`src/rtl/uart_bus_pkg.sv`:
```
// ---------------------------------------------------------------------------
// uart_bus_pkg
// Shared constants and the state encoding for the UART debug bus master.
//   CMD_READ / CMD_WRITE : frame opcodes received from the host
//   RSP_ACK / RSP_ERR    : single-byte response codes sent back to the host
//   state_e              : bus master FSM states (3-bit encoding)
// ---------------------------------------------------------------------------
package uart_bus_pkg;

    localparam logic [7:0] CMD_READ  = 8'h52;  // 'R'
    localparam logic [7:0] CMD_WRITE = 8'h57;  // 'W'
    localparam logic [7:0] RSP_ACK   = 8'h4B;  // 'K'
    localparam logic [7:0] RSP_ERR   = 8'h3F;  // '?'

    typedef enum logic [2:0] {
        IDLE = 3'd0,
        ADDR = 3'd1,
        DATA = 3'd2,
        BUS  = 3'd3,
        RESP = 3'd4
    } state_e;

endpackage

```
`src/rtl/uart_bus_resp_shifter.sv`:
```
// ---------------------------------------------------------------------------
// uart_bus_resp_shifter
// Four-byte response buffer that hands bytes, most significant first, to a
// UART transmitter.
//   sysclk, reset   : clock, synchronous active-high reset
//   load_word_i     : load word_i, send all 4 bytes
//   word_i          : 32-bit word to send (bits 31:24 first)
//   load_code_i     : load code_i, send just that one byte
//   code_i          : single response code byte
//   tx_ready_i      : transmitter accepts tx_data_o this cycle
//   tx_data_o       : byte presented to the transmitter (registered)
//   tx_valid_o      : tx_data_o valid (registered)
//   last_accept_o   : the final byte is being accepted this cycle
//
// Handshake: a byte transfers on a rising edge where tx_valid_o and
// tx_ready_i are both high; while not accepted, tx_data_o holds its value.
// ---------------------------------------------------------------------------
module uart_bus_resp_shifter (
    input  logic        sysclk,
    input  logic        reset,
    input  logic        load_word_i,
    input  logic [31:0] word_i,
    input  logic        load_code_i,
    input  logic [7:0]  code_i,
    input  logic        tx_ready_i,
    output logic [7:0]  tx_data_o,
    output logic        tx_valid_o,
    output logic        last_accept_o
);

    logic [31:0] buf_q, buf_d;
    logic [2:0]  cnt_q, cnt_d;
    logic        valid_q, valid_d;
    logic        accept;

    assign accept        = valid_q & tx_ready_i;
    assign last_accept_o = accept & (cnt_q == 3'd1);
    assign tx_data_o     = buf_q[31:24];
    assign tx_valid_o    = valid_q;

    always_comb begin
        buf_d   = buf_q;
        cnt_d   = cnt_q;
        valid_d = valid_q;
        if (load_word_i) begin
            buf_d   = word_i;
            cnt_d   = 3'd4;
            valid_d = 1'b1;
        end else if (load_code_i) begin
            buf_d   = {code_i, 24'h000000};
            cnt_d   = 3'd1;
            valid_d = 1'b1;
        end else if (accept) begin
            if (cnt_q == 3'd1) begin
                // Last byte gone: drop valid and clear the buffer so
                // tx_data returns to its idle value.
                buf_d   = 32'h0;
                cnt_d   = 3'd0;
                valid_d = 1'b0;
            end else begin
                buf_d = {buf_q[23:0], 8'h00};
                cnt_d = cnt_q - 3'd1;
            end
        end
    end

    always_ff @(posedge sysclk) begin
        if (reset) begin
            buf_q   <= 32'h0;
            cnt_q   <= 3'd0;
            valid_q <= 1'b0;
        end else begin
            buf_q   <= buf_d;
            cnt_q   <= cnt_d;
            valid_q <= valid_d;
        end
    end

endmodule

```
`src/rtl/uart_bus_master.sv`:
```
// ---------------------------------------------------------------------------
// uart_bus_master
// Host-side debug bridge: parses 'R'/'W' frames from a UART receive stream,
// performs one peripheral bus access and returns the response bytes to a
// UART transmitter.
//   sysclk, reset      : clock, synchronous active-high reset
//   rx_data, rx_valid  : received byte with one-cycle strobe (no backpressure)
//   tx_data, tx_valid  : response byte, held until accepted
//   tx_ready           : transmitter accepts when tx_valid & tx_ready at edge
//   rd, wr             : one-cycle bus strobes (never both high)
//   addr, wdata        : bus address / write data, held in IDLE
//   rdata              : bus read data, combinational from addr/rd
//   busy               : FSM is not in IDLE
//   err                : one-cycle pulse on timeout abort or dropped byte
//   dbg_state          : current FSM state (uart_bus_pkg::state_e encoding)
//
// Handshake: tx_data moves on a rising edge with tx_valid & tx_ready; tx_data
// is stable while tx_valid is high and not accepted. rx has no backpressure,
// so a byte arriving while busy with BUS/RESP is dropped and flagged on err.
// ---------------------------------------------------------------------------
module uart_bus_master
    import uart_bus_pkg::*;
#(
    parameter int TIMEOUT_CYCLES = 5000000,
    parameter int TO_W           = 23
) (
    input  logic        sysclk,
    input  logic        reset,
    input  logic [7:0]  rx_data,
    input  logic        rx_valid,
    output logic [7:0]  tx_data,
    output logic        tx_valid,
    input  logic        tx_ready,
    output logic        rd,
    output logic        wr,
    output logic [31:0] addr,
    output logic [31:0] wdata,
    input  logic [31:0] rdata,
    output logic        busy,
    output logic        err,
    output logic [2:0]  dbg_state
);

    localparam logic [TO_W-1:0] TO_LAST = TO_W'(TIMEOUT_CYCLES - 1);

    state_e          state_q;
    logic [1:0]      idx_q;
    logic            is_write_q;
    logic [31:0]     addr_q;
    logic [31:0]     wdata_q;
    logic            rd_q;
    logic            wr_q;
    logic            err_q;
    logic [TO_W-1:0] to_cnt_q;

    logic [31:0] addr_shift;
    logic [31:0] wdata_shift;
    logic        load_word;
    logic        load_code;
    logic [7:0]  code;
    logic        last_accept;

    assign addr_shift  = {addr_q[23:0], rx_data};
    assign wdata_shift = {wdata_q[23:0], rx_data};

    // Response loads happen on the same edge the FSM enters RESP, so the
    // byte is already valid in the first RESP cycle.
    always_comb begin
        load_word = 1'b0;
        load_code = 1'b0;
        code      = RSP_ERR;
        case (state_q)
            IDLE: begin
                if (rx_valid && rx_data != CMD_READ && rx_data != CMD_WRITE)
                    load_code = 1'b1;
            end
            ADDR: begin
                if (rx_valid && idx_q == 2'd3 && addr_shift[1:0] != 2'b00)
                    load_code = 1'b1;
            end
            BUS: begin
                if (is_write_q) begin
                    load_code = 1'b1;
                    code      = RSP_ACK;
                end else begin
                    // rdata is valid now because rd is high this cycle.
                    load_word = 1'b1;
                end
            end
            default: ;
        endcase
    end

    always_ff @(posedge sysclk) begin
        if (reset) begin
            state_q    <= IDLE;
            idx_q      <= 2'd0;
            is_write_q <= 1'b0;
            addr_q     <= 32'h0;
            wdata_q    <= 32'h0;
            rd_q       <= 1'b0;
            wr_q       <= 1'b0;
            err_q      <= 1'b0;
            to_cnt_q   <= '0;
        end else begin
            rd_q  <= 1'b0;
            wr_q  <= 1'b0;
            err_q <= 1'b0;
            case (state_q)
                IDLE: begin
                    if (rx_valid) begin
                        idx_q    <= 2'd0;
                        to_cnt_q <= '0;
                        if (rx_data == CMD_READ) begin
                            is_write_q <= 1'b0;
                            state_q    <= ADDR;
                        end else if (rx_data == CMD_WRITE) begin
                            is_write_q <= 1'b1;
                            state_q    <= ADDR;
                        end else begin
                            state_q <= RESP;
                        end
                    end
                end
                ADDR: begin
                    // A byte arriving in the expiry cycle takes priority.
                    if (rx_valid) begin
                        addr_q   <= addr_shift;
                        to_cnt_q <= '0;
                        idx_q    <= idx_q + 2'd1;
                        if (idx_q == 2'd3) begin
                            if (addr_shift[1:0] != 2'b00) begin
                                state_q <= RESP;
                            end else if (is_write_q) begin
                                state_q <= DATA;
                            end else begin
                                state_q <= BUS;
                                rd_q    <= 1'b1;
                            end
                        end
                    end else if (to_cnt_q == TO_LAST) begin
                        state_q <= IDLE;
                        idx_q   <= 2'd0;
                        err_q   <= 1'b1;
                    end else begin
                        to_cnt_q <= to_cnt_q + 1'b1;
                    end
                end
                DATA: begin
                    if (rx_valid) begin
                        wdata_q  <= wdata_shift;
                        to_cnt_q <= '0;
                        idx_q    <= idx_q + 2'd1;
                        if (idx_q == 2'd3) begin
                            state_q <= BUS;
                            wr_q    <= 1'b1;
                        end
                    end else if (to_cnt_q == TO_LAST) begin
                        state_q <= IDLE;
                        idx_q   <= 2'd0;
                        err_q   <= 1'b1;
                    end else begin
                        to_cnt_q <= to_cnt_q + 1'b1;
                    end
                end
                BUS: begin
                    state_q <= RESP;
                    if (rx_valid)
                        err_q <= 1'b1;
                end
                RESP: begin
                    if (rx_valid)
                        err_q <= 1'b1;
                    if (last_accept)
                        state_q <= IDLE;
                end
                default: state_q <= IDLE;
            endcase
        end
    end

    uart_bus_resp_shifter u_resp (
        .sysclk        (sysclk),
        .reset         (reset),
        .load_word_i   (load_word),
        .word_i        (rdata),
        .load_code_i   (load_code),
        .code_i        (code),
        .tx_ready_i    (tx_ready),
        .tx_data_o     (tx_data),
        .tx_valid_o    (tx_valid),
        .last_accept_o (last_accept)
    );

    assign rd        = rd_q;
    assign wr        = wr_q;
    assign addr      = addr_q;
    assign wdata     = wdata_q;
    assign err       = err_q;
    assign busy      = (state_q != IDLE);
    assign dbg_state = state_q;

endmodule

```
`config.mk`:
```
export PLATFORM = sky130hd
export DESIGN_NAME = uart_bus_master
export DESIGN_NICKNAME = d
export VERILOG_FILES = /design/src/rtl/uart_bus_pkg.sv /design/src/rtl/uart_bus_resp_shifter.sv /design/src/rtl/uart_bus_master.sv
export SDC_FILE = /design/constraint.sdc
export NUM_CORES = 1
export LEC_CHECK = 0
export ABC_CLOCK_PERIOD_IN_PS = 3630
export CORE_ASPECT_RATIO = 0.7
export CORE_UTILIZATION = 55
export CTS_CLUSTER_DIAMETER = 100
export DETAILED_ROUTE_END_ITERATION = 7
export DONT_BUFFER_PORTS = 1
export GPL_TIMING_DRIVEN = 0
export PLACE_DENSITY_LB_ADDON = 0.3
export REMOVE_ABC_BUFFERS = 1
export SLEW_MARGIN = 20
export SYNTH_ARGS = -nofsm -noshare
export SYNTH_HDL_FRONTEND = slang
export SYNTH_SLANG_ARGS = --single-unit
export TNS_END_PERCENT = 30
```
`constraint.sdc`:
```
create_clock -name sysclk -period 3.63 [get_ports sysclk]
set_input_delay 0.5445 -clock sysclk [delete_from_list [all_inputs] [get_ports sysclk]]
set_output_delay 0.5445 -clock sysclk [all_outputs]
set_load 0.01 [all_outputs]
```
==> impl_metrics.toml <==
[detailed_routing]
via_per_inst = 6.06
drt_pass1_iterations = 5
drtAntennaViolNets = 0
wl_met2_um = 6130
drc = 0
wl_um = 13200
wl_met3_um = 990
num_vias = 4790
drt-wirelength-per-cell_um = 16.7
top_layer = "met4"
drt-met1-wl_um = 5850
first_iter_violations = 420

[power_and_ir_drop]
leakagePower_nw = 2.02
p_sw_frac = 0.224
p_clk_frac = 0.511
pwr-share-seq = 0.444
p_total_mw = 3.39
peakVddDrop_mv = 0.389
p_per_area_nw_per_um2 = 554
p_sw_mw = 0.760
p_int_mw = 2.63
p_comb_frac = 0.045

[critical_path]
critPathKind = "register to register"
crit_path_top_delay_cell = "dfxtp_1"
start_kind = "register"
cp.arrival_ns = 3.37
cp_max_fo = 36
cp.required_ns = 3.94
slowest_delay_ns = 0.69
end_kind = "register"
rrSetupSlack_ns = 0.57
path_buf_inv = 0
crit_path_cell_trace = "nand4bb_4 -> o21ai_1 -> or3_1 -> nor2_1 -> a2111oi_2"
cp_top_family = "simple AND/OR/NAND/NOR gates"

[global_route]
gr-total-overflow = 0
antenna_found_initial = 0
grt_pass1_wl_um = 20500
grt_pass1_vias = 4322
grt_usage = 0.249
grt_max_degree = 113

[finish]
final_cell_mix = "nand2_1 (157), dfxtp_1 (132), a21oi_1 (94)"
diodes = 0
area_growth_pct = 9.83
drive_gt1_frac = 0.0755
finalNonFillerCells = 790
final_net_count = 698
final_common_cell = "nand2_1"

[status]
status = "completed"

[placed_design]
post-place-ws_ns = 0.264
gp_congestion = 0.825
port_buffers = 0
dpl.hpwl_um = 8510
dp_cells = 759

[floorplan]
dieArea_um2 = 10600
die_h_um = 86.2
initial_utilization = 0.571
rows = 30
core_area_um2 = 9760
pin_count = 124
chipWidth_um = 122

[cts]
cts_sinks = 132
cts_buffers = 17
path_clk_slew_ns = 0.06
cts_max_level = 4
cts_tree = "done"
cts_setup_buffers = 0
clock_latency_ns = 0.42
clockRootBuffer = "clkbuf_16"
max-clock-path-buffers = 2

[synth]
synthArstFlopShare = 0
synth_seq_cells = 132
synth_edf_count = 0
synthCells = 681
synth.distinct_cells = 58
syn-cell-area_um2 = 5580
syn_area_per_cell_um2 = 8.19
synth_seq_area_share = 0.474
yosys_warnings = 0
synthFlopType = "dfxtp_1"

[timing]
rsz0062_at_grt = "false"
setup_viol_count_final = 0
slew_violations = 0
timing.fmax_mhz = 327
holdWs_ns = 0.198
fin_crit_sh = 0.843
setup_slack_ns = 0.571
finClkSkew_ns = 0.00783
worst_pin_slew_ns = 0.735
slew_headroom = 0.505
hold_viol_final = 0
period_needed_ns = 3.06
finalSetupTns_ns = 0

[worst_hold_path]
hp-class = "primary input to register"

[job]
cap_violations = 0
[worst reg2reg max path, delay by kind of cell, from the launching register on]
family,cells,cell delay [ns]
AOI/OAI and AO/OA,2,0.95
DFF,1,0.69
and+or+nand+nor,3,1.32
[synth_stat cells (4+ instances only)]
master,instances,area (um2)
nand2_1,158,593
dfxtp_1,132,2640
a21oi_1,94,470
nor2_1,50,188
clkbuf_1,27,101
nor3_1,26,130
a221oi_1,18,158
o21ai_0,15,75.1
nand3_1,12,60.1
a22oi_1,11,82.6
buf_4,10,75.1
buf_2,9,45.0
inv_1,8,30.0
or3_1,8,50.1
nand4_1,7,43.8
xnor2_1,7,61.3
nor4_1,6,37.5
and3_1,5,31.3
and2_1,4,25.0
buf_6,4,45.0
ha_1,4,50.1
nor2b_1,4,25.0
o211ai_1,4,30.0
or4_1,4,30.0
[metal layers]
| metal | global-route usage | vias up |
|---|---|---|
| li1 | - | 2331 |
| met1 | 0.326 | 2264 |
| met2 | 0.373 | 172 |
| met3 | 0.0836 | 23 |
| met4 | 0.110 | 0 |
| met5 | 0 | - |
[power groups by stage]
stage	Combinational, mW	Clock (mW)	Sequential, mW
after floorplan	0.116	0	1.53
after global placement	0.140	0	1.54
after detailed placement	0.149	0	1.54
after CTS	0.150	1.75	1.51
after global routing	0.172	1.81	1.51
final	0.153	1.73	1.51
[cell families (layout without fill, tap and decap cells)]
group / after synthesis / in the layout / share of synthesized area
AOI/OAI and AO/OA: 171 / 171 / 0.196
xor gates and xnor gates: 9 / 9 / 0.0141
adders and majority gates: 4 / 4 / 0.00898
buffers and inverters: 60 / 41 / 0.0545
DFF: 132 / 132 / 0.474
muxes: 1 / 1 / 0.00202
and+or+nand+nor: 304 / 304 / 0.250
[registers in the layout, indices dropped and copies added, names as in the netlist, 2 cells and up]
register and flops:
wdata 32, u_resp.cnt_q 3, to_cnt_q 23, idx_q 2, dbg_state 3, u_resp.buf_q 32, addr 32
[what timing repair did]
action                     CTS  global route
hold buffers                 0             0
resized for setup            0             1
setup endpoints to repair    0             2
[cell type report]
type | count | area (um2)
inverter | 8 | 30.0
multi-input combinational | 489 | 2670
timing repair buffer | 2 | 26.3
sequential | 132 | 2640
tap | 128 | 160
clock buffer | 19 | 443
fill | 859 | 3630
clock inverter | 12 | 156
[path summary, 6_finish.rpt]
| check | to | startpoint | cells after the start |
|---|---|---|---|
| setup / recovery | u_resp.buf_q[28] | dbg_state[0] | 5 |
| hold reg to reg | idx_q[0] | idx_q[0] | 1 |
| hold / removal | wdata[14] | reset | 1 |
| setup reg to reg | u_resp.buf_q[28] | dbg_state[0] | 5 |
[metrics by stage]
| stage | instance area [um2] | util |
|---|---|---|
| after floorplan | 5300 | - |
| after global placement | 5460 | 0.560 |
| after detailed placement | 5500 | 0.564 |
| after CTS | 6100 | 0.625 |
| after global routing | 6120 | 0.628 |
| final | 6120 | 0.628 |
Note: power is estimated with default switching activity, not from simulation.
